[src/rtl/rv32i_inst_encoder_if.sv]
// Field-set input and IMEM write port of the RV32I instruction encoder.
// master = field source / memory side, slave = encoder.
interface rv32i_inst_encoder_if #(
  parameter int unsigned ADDR_W = 10
);
  logic              in_valid;
  logic              in_ready;
  logic [2:0]        in_fmt;
  logic [6:0]        in_opcode;
  logic [2:0]        in_funct3;
  logic [6:0]        in_funct7;
  logic [4:0]        in_rd;
  logic [4:0]        in_rs1;
  logic [4:0]        in_rs2;
  logic [31:0]       in_imm;
  logic              mem_req;
  logic              mem_gnt;
  logic [ADDR_W-1:0] mem_addr;
  logic [31:0]       mem_wdata;

  modport master (
    output in_valid, in_fmt, in_opcode, in_funct3, in_funct7, in_rd, in_rs1, in_rs2, in_imm,
    output mem_gnt,
    input  in_ready, mem_req, mem_addr, mem_wdata
  );

  modport slave (
    input  in_valid, in_fmt, in_opcode, in_funct3, in_funct7, in_rd, in_rs1, in_rs2, in_imm,
    input  mem_gnt,
    output in_ready, mem_req, mem_addr, mem_wdata
  );
endinterface

[src/rtl/rv32i_inst_encoder.sv]
// Encodes RV32I field sets into instruction words, buffers them in a FIFO and
// writes them to IMEM at auto-incrementing word addresses.
module rv32i_inst_encoder #(
  parameter int unsigned       ADDR_W     = 10,
  parameter int unsigned       FIFO_DEPTH = 4,
  parameter logic [ADDR_W-1:0] BASE_ADDR  = '0
) (
  input  logic                 clk,
  input  logic                 rst_n,
  input  logic                 clear,
  rv32i_inst_encoder_if.slave  bus,
  output logic [ADDR_W:0]      words_written,
  output logic                 idle,
  output logic                 err
);
  localparam int unsigned PtrW = $clog2(FIFO_DEPTH);
  localparam int unsigned CntW = PtrW + 1;

  localparam logic [2:0] FmtR = 3'd0;
  localparam logic [2:0] FmtI = 3'd1;
  localparam logic [2:0] FmtS = 3'd2;
  localparam logic [2:0] FmtB = 3'd3;
  localparam logic [2:0] FmtU = 3'd4;
  localparam logic [2:0] FmtJ = 3'd5;

  logic [31:0]       fifo_q [FIFO_DEPTH];
  logic [PtrW-1:0]   wr_ptr_q, rd_ptr_q;
  logic [CntW-1:0]   cnt_q;
  logic [ADDR_W-1:0] addr_q;
  logic [ADDR_W:0]   ww_q;
  logic              err_q;
  logic              live_q;

  logic        full, empty, accept, push, pop, fmt_bad, align_bad, is_shift;
  logic [31:0] enc;

  assign full      = (cnt_q == CntW'(FIFO_DEPTH));
  assign empty     = (cnt_q == '0);
  // live_q keeps in_ready low until the first edge after reset release.
  assign bus.in_ready = live_q & ~full;
  assign accept    = bus.in_valid & bus.in_ready;
  assign fmt_bad   = bus.in_fmt[2] & bus.in_fmt[1];
  assign align_bad = ((bus.in_fmt == FmtB) || (bus.in_fmt == FmtJ)) & bus.in_imm[0];
  assign push      = accept & ~fmt_bad;
  assign pop       = ~empty & bus.mem_gnt;
  assign is_shift  = (bus.in_opcode == 7'b0010011) &&
                     ((bus.in_funct3 == 3'b001) || (bus.in_funct3 == 3'b101));

  always_comb begin
    enc = '0;
    case (bus.in_fmt)
      FmtR: enc = {bus.in_funct7, bus.in_rs2, bus.in_rs1, bus.in_funct3, bus.in_rd,
                   bus.in_opcode};
      FmtI: begin
        if (is_shift) begin
          enc = {bus.in_funct7, bus.in_imm[4:0], bus.in_rs1, bus.in_funct3, bus.in_rd,
                 bus.in_opcode};
        end else begin
          enc = {bus.in_imm[11:0], bus.in_rs1, bus.in_funct3, bus.in_rd, bus.in_opcode};
        end
      end
      FmtS: enc = {bus.in_imm[11:5], bus.in_rs2, bus.in_rs1, bus.in_funct3, bus.in_imm[4:0],
                   bus.in_opcode};
      FmtB: enc = {bus.in_imm[12], bus.in_imm[10:5], bus.in_rs2, bus.in_rs1, bus.in_funct3,
                   bus.in_imm[4:1], bus.in_imm[11], bus.in_opcode};
      FmtU: enc = {bus.in_imm[31:12], bus.in_rd, bus.in_opcode};
      FmtJ: enc = {bus.in_imm[20], bus.in_imm[10:1], bus.in_imm[11], bus.in_imm[19:12],
                   bus.in_rd, bus.in_opcode};
      default: enc = '0;
    endcase
  end

  always_ff @(posedge clk or negedge rst_n) begin
    if (!rst_n) begin
      wr_ptr_q <= '0;
      rd_ptr_q <= '0;
      cnt_q    <= '0;
      addr_q   <= BASE_ADDR;
      ww_q     <= '0;
      err_q    <= 1'b0;
      live_q   <= 1'b0;
    end else if (clear) begin
      wr_ptr_q <= '0;
      rd_ptr_q <= '0;
      cnt_q    <= '0;
      addr_q   <= BASE_ADDR;
      ww_q     <= '0;
      err_q    <= 1'b0;
      live_q   <= 1'b1;
    end else begin
      live_q <= 1'b1;
      if (push) begin
        wr_ptr_q <= wr_ptr_q + PtrW'(1);
      end
      if (pop) begin
        rd_ptr_q <= rd_ptr_q + PtrW'(1);
        addr_q   <= addr_q + ADDR_W'(1);
        ww_q     <= ww_q + (ADDR_W + 1)'(1);
      end
      case ({push, pop})
        2'b10:   cnt_q <= cnt_q + CntW'(1);
        2'b01:   cnt_q <= cnt_q - CntW'(1);
        default: cnt_q <= cnt_q;
      endcase
      if (accept && (fmt_bad || align_bad)) begin
        err_q <= 1'b1;
      end
    end
  end

  // Storage needs no reset: contents are only visible through a non-empty head.
  always_ff @(posedge clk) begin
    if (push && !clear) begin
      fifo_q[wr_ptr_q] <= enc;
    end
  end

  assign bus.mem_req   = ~empty;
  assign bus.mem_addr  = addr_q;
  assign bus.mem_wdata = empty ? 32'h0 : fifo_q[rd_ptr_q];
  assign words_written = ww_q;
  assign idle          = empty;
  assign err           = err_q;
endmodule

[src/flat_wrapper.sv]
// flat-port wrapper written by rule: the top's interface ports become plain ports
module rv32i_inst_encoder_flat 
#(
  parameter int unsigned       ADDR_W     = 10,
  parameter int unsigned       FIFO_DEPTH = 4,
  parameter logic [ADDR_W-1:0] BASE_ADDR  = '0
)
  (clk, rst_n, clear, words_written, idle, err, bus_in_valid, bus_in_fmt, bus_in_opcode, bus_in_funct3, bus_in_funct7, bus_in_rd, bus_in_rs1, bus_in_rs2, bus_in_imm, bus_mem_gnt, bus_in_ready, bus_mem_req, bus_mem_addr, bus_mem_wdata);
  rv32i_inst_encoder_if #(.ADDR_W(ADDR_W)) bus_i ();
  input  logic clk;
  input  logic rst_n;
  input  logic clear;
  output logic [ADDR_W:0] words_written;
  output logic idle;
  output logic err;
  input wire logic [$bits(bus_i.in_valid)-1:0] bus_in_valid;
  input wire logic [$bits(bus_i.in_fmt)-1:0] bus_in_fmt;
  input wire logic [$bits(bus_i.in_opcode)-1:0] bus_in_opcode;
  input wire logic [$bits(bus_i.in_funct3)-1:0] bus_in_funct3;
  input wire logic [$bits(bus_i.in_funct7)-1:0] bus_in_funct7;
  input wire logic [$bits(bus_i.in_rd)-1:0] bus_in_rd;
  input wire logic [$bits(bus_i.in_rs1)-1:0] bus_in_rs1;
  input wire logic [$bits(bus_i.in_rs2)-1:0] bus_in_rs2;
  input wire logic [$bits(bus_i.in_imm)-1:0] bus_in_imm;
  input wire logic [$bits(bus_i.mem_gnt)-1:0] bus_mem_gnt;
  output wire logic [$bits(bus_i.in_ready)-1:0] bus_in_ready;
  output wire logic [$bits(bus_i.mem_req)-1:0] bus_mem_req;
  output wire logic [$bits(bus_i.mem_addr)-1:0] bus_mem_addr;
  output wire logic [$bits(bus_i.mem_wdata)-1:0] bus_mem_wdata;
  assign bus_i.in_valid = bus_in_valid;
  assign bus_i.in_fmt = bus_in_fmt;
  assign bus_i.in_opcode = bus_in_opcode;
  assign bus_i.in_funct3 = bus_in_funct3;
  assign bus_i.in_funct7 = bus_in_funct7;
  assign bus_i.in_rd = bus_in_rd;
  assign bus_i.in_rs1 = bus_in_rs1;
  assign bus_i.in_rs2 = bus_in_rs2;
  assign bus_i.in_imm = bus_in_imm;
  assign bus_i.mem_gnt = bus_mem_gnt;
  assign bus_in_ready = bus_i.in_ready;
  assign bus_mem_req = bus_i.mem_req;
  assign bus_mem_addr = bus_i.mem_addr;
  assign bus_mem_wdata = bus_i.mem_wdata;
  rv32i_inst_encoder #(.ADDR_W(ADDR_W), .FIFO_DEPTH(FIFO_DEPTH), .BASE_ADDR(BASE_ADDR)) u_core (.clk(clk), .rst_n(rst_n), .clear(clear), .bus(bus_i), .words_written(words_written), .idle(idle), .err(err));
endmodule
[config.mk]
export PLATFORM = sky130hd
export DESIGN_NAME = rv32i_inst_encoder_flat
export DESIGN_NICKNAME = d
export VERILOG_FILES = /design/src/rtl/rv32i_inst_encoder_if.sv /design/src/rtl/rv32i_inst_encoder.sv /design/src/flat_wrapper.sv
export SDC_FILE = /design/constraint.sdc
export NUM_CORES = 1
export LEC_CHECK = 0
export CAP_MARGIN = 20
export CORE_MARGIN = 4
export CORE_UTILIZATION = 40
export DETAILED_ROUTE_END_ITERATION = 7
export HOLD_SLACK_MARGIN = 0.03
export MAX_ROUTING_LAYER = met4
export PLACE_DENSITY_LB_ADDON = 0.15
export SKIP_CTS_REPAIR_TIMING = 1
export SYNTH_ARGS = -nofsm -noshare
export SYNTH_HDL_FRONTEND = slang
export SYNTH_SLANG_ARGS = --single-unit
[constraint.sdc]
create_clock -name clk -period 4.1 [get_ports clk]
set_clock_uncertainty 0.05 [all_clocks]
set_input_delay 0.615 -clock clk [delete_from_list [all_inputs] [get_ports clk]]
set_output_delay 0.615 -clock clk [all_outputs]
set_load 0.01 [all_outputs]
# After elaboration in Yosys (flattened, before gate mapping)
# Memory sizes are Yosys's and may differ from the RTL's.
# Index checks and enable logic that the tools add are counted.
# word_totals
reg_bits,30
latchBits,0
mem_bits_rw,128
mem_bits_ro,0
out_inout_bits,57
wordCells,64
memories,1
# op_classes
n_addsub,6
mul,0
n_div,0
magnitude_cmp,0
eq_ne,11
shifts,0
mux,17
n_bitwise,9
reduce_logical,13
# memory_table
name,words,width,read_ports,rd_ports_with_merged_regs,wr,line_no,source
u_core.fifo_q,4,32,1,0,1,rv32i_inst_encoder.sv:26,logic [31:0] fifo_q [FIFO_DEPTH];
# op_table
operator,n
32-bit one-hot mux with 6 select lines,1
32-bit two-way mux,2
11-bit two-way mux,2
10-bit two-way mux,2
"3-bit equality test, second input constant",4
"11-bit by 1-bit adder with 11-bit output, second input constant",1
"10-bit by 1-bit adder with 10-bit output, second input constant",1
2-bit two-way mux,4
"7-bit by 5-bit equality test with 1-bit output, second input constant",1
1-bit bitwise AND,6
"3-bit by 1-bit equality test with 1-bit output, second input constant",2
"3-bit by 2-bit equality test with 1-bit output, second input constant",2
3-bit logical NOT,2
3-bit one-hot mux with 2 select lines,1
2-bit nonzero test,3
"2-bit by 1-bit adder with 2-bit output, second input constant",2
1-bit two-way mux,4
"3-bit by 1-bit adder with 3-bit output, second input constant",1
1-bit logical AND,3
1-bit logical OR,3
3-bit two-way mux,1
1-bit NOT,3
3-bit nonzero test,1
"3-bit by 1-bit subtractor with 3-bit output, second input constant",1
3 further kinds,3

# Longest topological paths before layout
# logic_depth
ltp_word,8
ltp_mapped,9
ltp_nobuf,7

# Least setup slack after synthesis
# Ideal clock, no wire load.
# synth_timing
kind,in2reg
startpoint,input port bus_in_fmt[2]
endpoint,"memory u_core.fifo_q[0][0], enable pin"
setup_time_ns,0.421
arrival_time_ns,2.761
required_ns,3.629
path_slack_ns,0.868
cell_stages,4
path_buffers,0
cell_sequence,and2_1 -> nor3_4 -> or2b_1 -> nor2_1
# synth_between
elab_chain_len,6
# synth_rtl
item,line_no,source
from (decl),flat_wrapper.sv:17,input wire logic [$bits(bus_i.in_fmt)-1:0] bus_in_fmt;
1-bit bitwise AND,rv32i_inst_encoder.sv:42,assign fmt_bad = bus.in_fmt[2] & bus.in_fmt[1];
1-bit NOT,rv32i_inst_encoder.sv:44,assign push = accept & ~fmt_bad;
1-bit bitwise AND,rv32i_inst_encoder.sv:44,
1-bit logical AND,rv32i_inst_encoder.sv:113,if (push && !clear) begin
1-bit two-way mux,rv32i_inst_encoder.sv:113,
1-bit two-way mux (not written as such),rv32i_inst_encoder.sv:114,fifo_q[wr_ptr_q] <= enc;
to (decl),rv32i_inst_encoder.sv:26,
# No other way between the ends.

# Worst setup path after layout
# layout_timing
startpoint,register u_core.rd_ptr_q[0]
endpoint,output port bus_mem_wdata[31]
# layout_between
elab_chain_len,2
# layout_rtl
item,line_no,source
from (decl),rv32i_inst_encoder.sv:27,"logic [PtrW-1:0] wr_ptr_q, rd_ptr_q;"
from (signal assigned),rv32i_inst_encoder.sv:96,rd_ptr_q <= rd_ptr_q + PtrW'(1);
memory read 4 x 32 bit,-,
32-bit two-way mux,rv32i_inst_encoder.sv:120,assign bus.mem_wdata = empty ? 32'h0 : fifo_q[rd_ptr_q];
to (decl),flat_wrapper.sv:29,output wire logic [$bits(bus_i.mem_wdata)-1:0] bus_mem_wdata;
# No other way between the ends.

==> metrics.md <==
| Metric | Value |
|---|---|
| Status | `complete, no violations` |
| Final hold violation count | `0` |
| Number of synthesized flops with an enable pin | `128` |
| Initial Util | `41.0%` |
| Crit Path Category | `reg2out` |
| Worst r2r dst | `u_core.fifo_q[3][7]$_DFFE_PP_` |
| Worst reg2reg startpoint | `u_core.cnt_q[2]$_DFFE_PN0P_` |
| Pint | `3590 uW` |
| Global route overflow | `0` |
| Arr. time, crit path | `2.65 ns` |
| Rows | `48` |
| Async SR Flop Fraction | `19.0%` |
| # port buffers | `128` |
| Power density over the cells | `541 nW/um2` |
| First-pass GRT wire length | `26,400 um` |
| Initial antenna violation count | `0` |
| DP HPWL | `11,600 um` |
| Crit path max-delay family | `flip-flops` |
| Antenna-violating nets left | `0` |
| Synth cell types | `49` |
| Fin cells | `852` |
| CP Depth | `4` |
| Gr usage total | `17.9%` |
| Clock root cell | `clkbuf_16` |
| Share of layout cells above drive strength 1 | `14.4%` |
| RePlAce Congestion | `0.849` |
| Starting DRT DRC Count | `253` |
| Worst Setup Start Kind | `flip-flop` |
| Fin nets | `693` |
| CP endpoint kind | `output pin` |
| Clock Tree Buf Depth | `2` |
| WHS Path Cells | `2` |
| P_leak | `0.00321 uW` |
| Via count | `4,420` |
| Synthesized area | `7110 um2` |
| Part of the power in registers | `38.4%` |
| Hold/Removal Path Class | `reg2reg` |
| CORE AREA | `17,400 um2` |
| Net Sw Frac | `28.6%` |
| Max_slew headroom | `47.5%` |
| Worst Tran Pin Value | `0.782 ns` |
| Die Ht | `141 um` |
| Post-Syn Instances | `477` |
| Hold_sp | `u_core.err$_DFFE_PN0P_` |
| CTS tree | `yes` |
| R2r worst-path depth | `5` |
| Synth Flop Type | `edfxtp_1` |
| CP peak stage delay | `0.77 ns` |
| Sequential-to-total area share from yosys stat | `64.6%` |
| Average cell area after synthesis | `14.9 um2` |
| Synth warn | `0` |
| First drt pass iteration count | `4` |
| Final setup viols | `0` |
| Overall Power | `5020 uW` |
| CP max stage cell | `dfrtp_2` |
| Latest clock arrival within the worst-skew pair | `0.41 ns` |
| Critical path buffer and inverter count | `2` |
| Number of synthesized register bits | `158` |
| Ant. Diodes | `0` |
| R2R setup slack | `1.61 ns` |
| Critical-path maximum fanout | `18` |
| Clock power share | `29.3%` |
| Vias in the first global route | `4,698` |
| WL final | `16,800 um` |
| Cell Chain, Critical Path | `buf_12 > mux4_2 > nor2b_1 > clkdlybuf4s50_1` |
| Area Overhead vs Synth | `30.6%` |
| Worst-path clk slew | `0.06 ns` |
| # fillers | `1,401` |
| CP required | `3.43 ns` |
| Die ar. | `20,000 um2` |
| Setup TNS | `0 ns` |
| # clock sinks | `158` |
| Vias/cell | `5.19` |
| Logic pwr share | `32.2%` |
| Switching Power | `1440 uW` |
| Unrepaired setup endpoints after global routing | `no` |
| Most frequent cells in the layout | `128 x clkdlybuf4s50_1, 128 x edfxtp_1, 43 x nor2b_1` |
| DR WL/cell | `19.7 um` |
| Largest net degree at the start of global routing | `38` |
| Post-Place Cells | `820` |
| FMAX | `0.302 GHz` |
| VDD IR max | `0.454 mV` |
| I/O pin cnt | `129` |
| CTS HTree Levels | `4` |
| Num CTS Buffers | `17` |
| Post-synthesis net count | `556` |
| Period utilisation layout | `80.8%` |
| Die W | `141 um` |
| # DRC | `0` |
| Max-cap violation count | `0` |
| Max-slew violations | `0` |
| Tmin final | `3.31 ns` |
| Worst Hold Path EP | `u_core.err$_DFFE_PN0P_` |
-- per-layer routing --
layer	vias to the layer above	wire length [um]	GRT usage, %
met5	-	0	-
met4	0	171	4.79
met3	12	1110	4.79
met2	141	8010	27.3
met1	2202	7470	23.9
li1	2065	-	-
-- how the worst max path moves through the flow --
stage	start	to	slack (ns)
CTS	u_core.rd_ptr_q[0]$_DFFE_PN0P_	bus_mem_wdata[31]	0.69
floorplan	bus_in_fmt[2]	u_core.fifo_q[0][0]$_DFFE_PP_	0.87
detailed placement	bus_in_fmt[2]	u_core.fifo_q[2][3]$_DFFE_PP_	0.97
global placement	bus_in_fmt[2]	u_core.fifo_q[2][3]$_DFFE_PP_	1.02
global route	u_core.rd_ptr_q[0]$_DFFE_PN0P_	bus_mem_wdata[15]	0.58
finish	u_core.rd_ptr_q[0]$_DFFE_PN0P_	bus_mem_wdata[31]	0.79
-- through the flow --
step           instance area [um2]  worst slack, ns  hold WS (ns)  util (%)
6_report                      9290            0.787         0.468      53.5
5_1_grt                       9290            0.579         0.531      53.5
4_1_cts                       9290            0.691         0.461      53.5
3_3_place_gp                  8730             1.02         0.440      50.3
3_5_place_dp                  8730            0.975         0.442      50.3
2_1_floorplan                 7110            0.868         0.269         -
-- Yosys cell counts (all sizes together) (2+ instances only) --
cell / instances / area share [%]
edfxtp: 128 / 54
nor2b: 43 / 3.8
mux4: 32 / 10
nor2: 32 / 1.7
dfrtp: 30 / 11
inv: 20 / 1.1
nand2: 20 / 1.1
nand3: 15 / 1.1
buf: 14 / 1.2
o21ai: 12 / 0.84
a22oi: 11 / 1.2
clkbuf: 11 / 0.58
xor2: 11 / 1.4
and2: 10 / 0.88
xnor2: 10 / 1.3
a22o: 9 / 1.1
o211ai: 8 / 0.91
a21oi: 7 / 0.49
nor3: 7 / 0.65
ha: 6 / 1.1
mux2: 5 / 0.84
nand4: 5 / 0.44
mux2i: 4 / 0.56
nor3b: 4 / 0.58
and3: 3 / 0.26
a31oi: 2 / 0.18
and4: 2 / 0.25
nand2b: 2 / 0.18
o31ai: 2 / 0.21
-- cell type report --
cell class	instances	area [um2]	share of cell area [%]
clock buffers	19	433	4.66
well taps	225	282	3.03
clock inverters	13	124	1.33
repair buffers	143	1430	15.4
inverters	20	75.1	0.808
multi-input cells	274	2350	25.3
flip-flops and latches	158	4600	49.5
-- kinds of logic (layout without fill, tap and decap cells) --
family                     count (synthesis)  count (layout)  synth area share [%]
muxes                                     41              41                  11.5
adders and majority gates                  7               7                  1.34
buffers and inverters                     45             195                  2.87
AOI/OAI and AO/OA                         56              56                  5.54
xor gates and xnor gates                  21              21                  2.69
other                                      1               1                0.0527
DFF                                      158             158                  64.6
and+or+nand+nor                          148             148                  11.4
-- power by group through the flow --
stage / sequential, uW / combinational, uW / clock, uW
after floorplan: 1890 / 935 / 0
after global placement: 1960 / 1640 / 0
after detailed placement: 1970 / 1650 / 0
after CTS: 1940 / 1660 / 1510
after global routing: 1950 / 1760 / 1590
final: 1930 / 1620 / 1470
-- worst reg2reg max path: cells and delay by family, from the launching register on --
family / cells / cell delay, ns
and+or+nand+nor: 4 / 1.42
DFF: 1 / 0.47
buffers and inverters: 1 / 0.24
-- sequential cells by signal, summed over array words and instances (netlist names) --
name and flops:
u_core.bus.mem_addr 10, u_core.cnt_q 3, u_core.err 1, u_core.fifo_q 128
u_core.live_q 1, u_core.rd_ptr_q 2, u_core.words_written 11, u_core.wr_ptr_q 2
No activity file was read; power rests on OpenSTA's default activity.
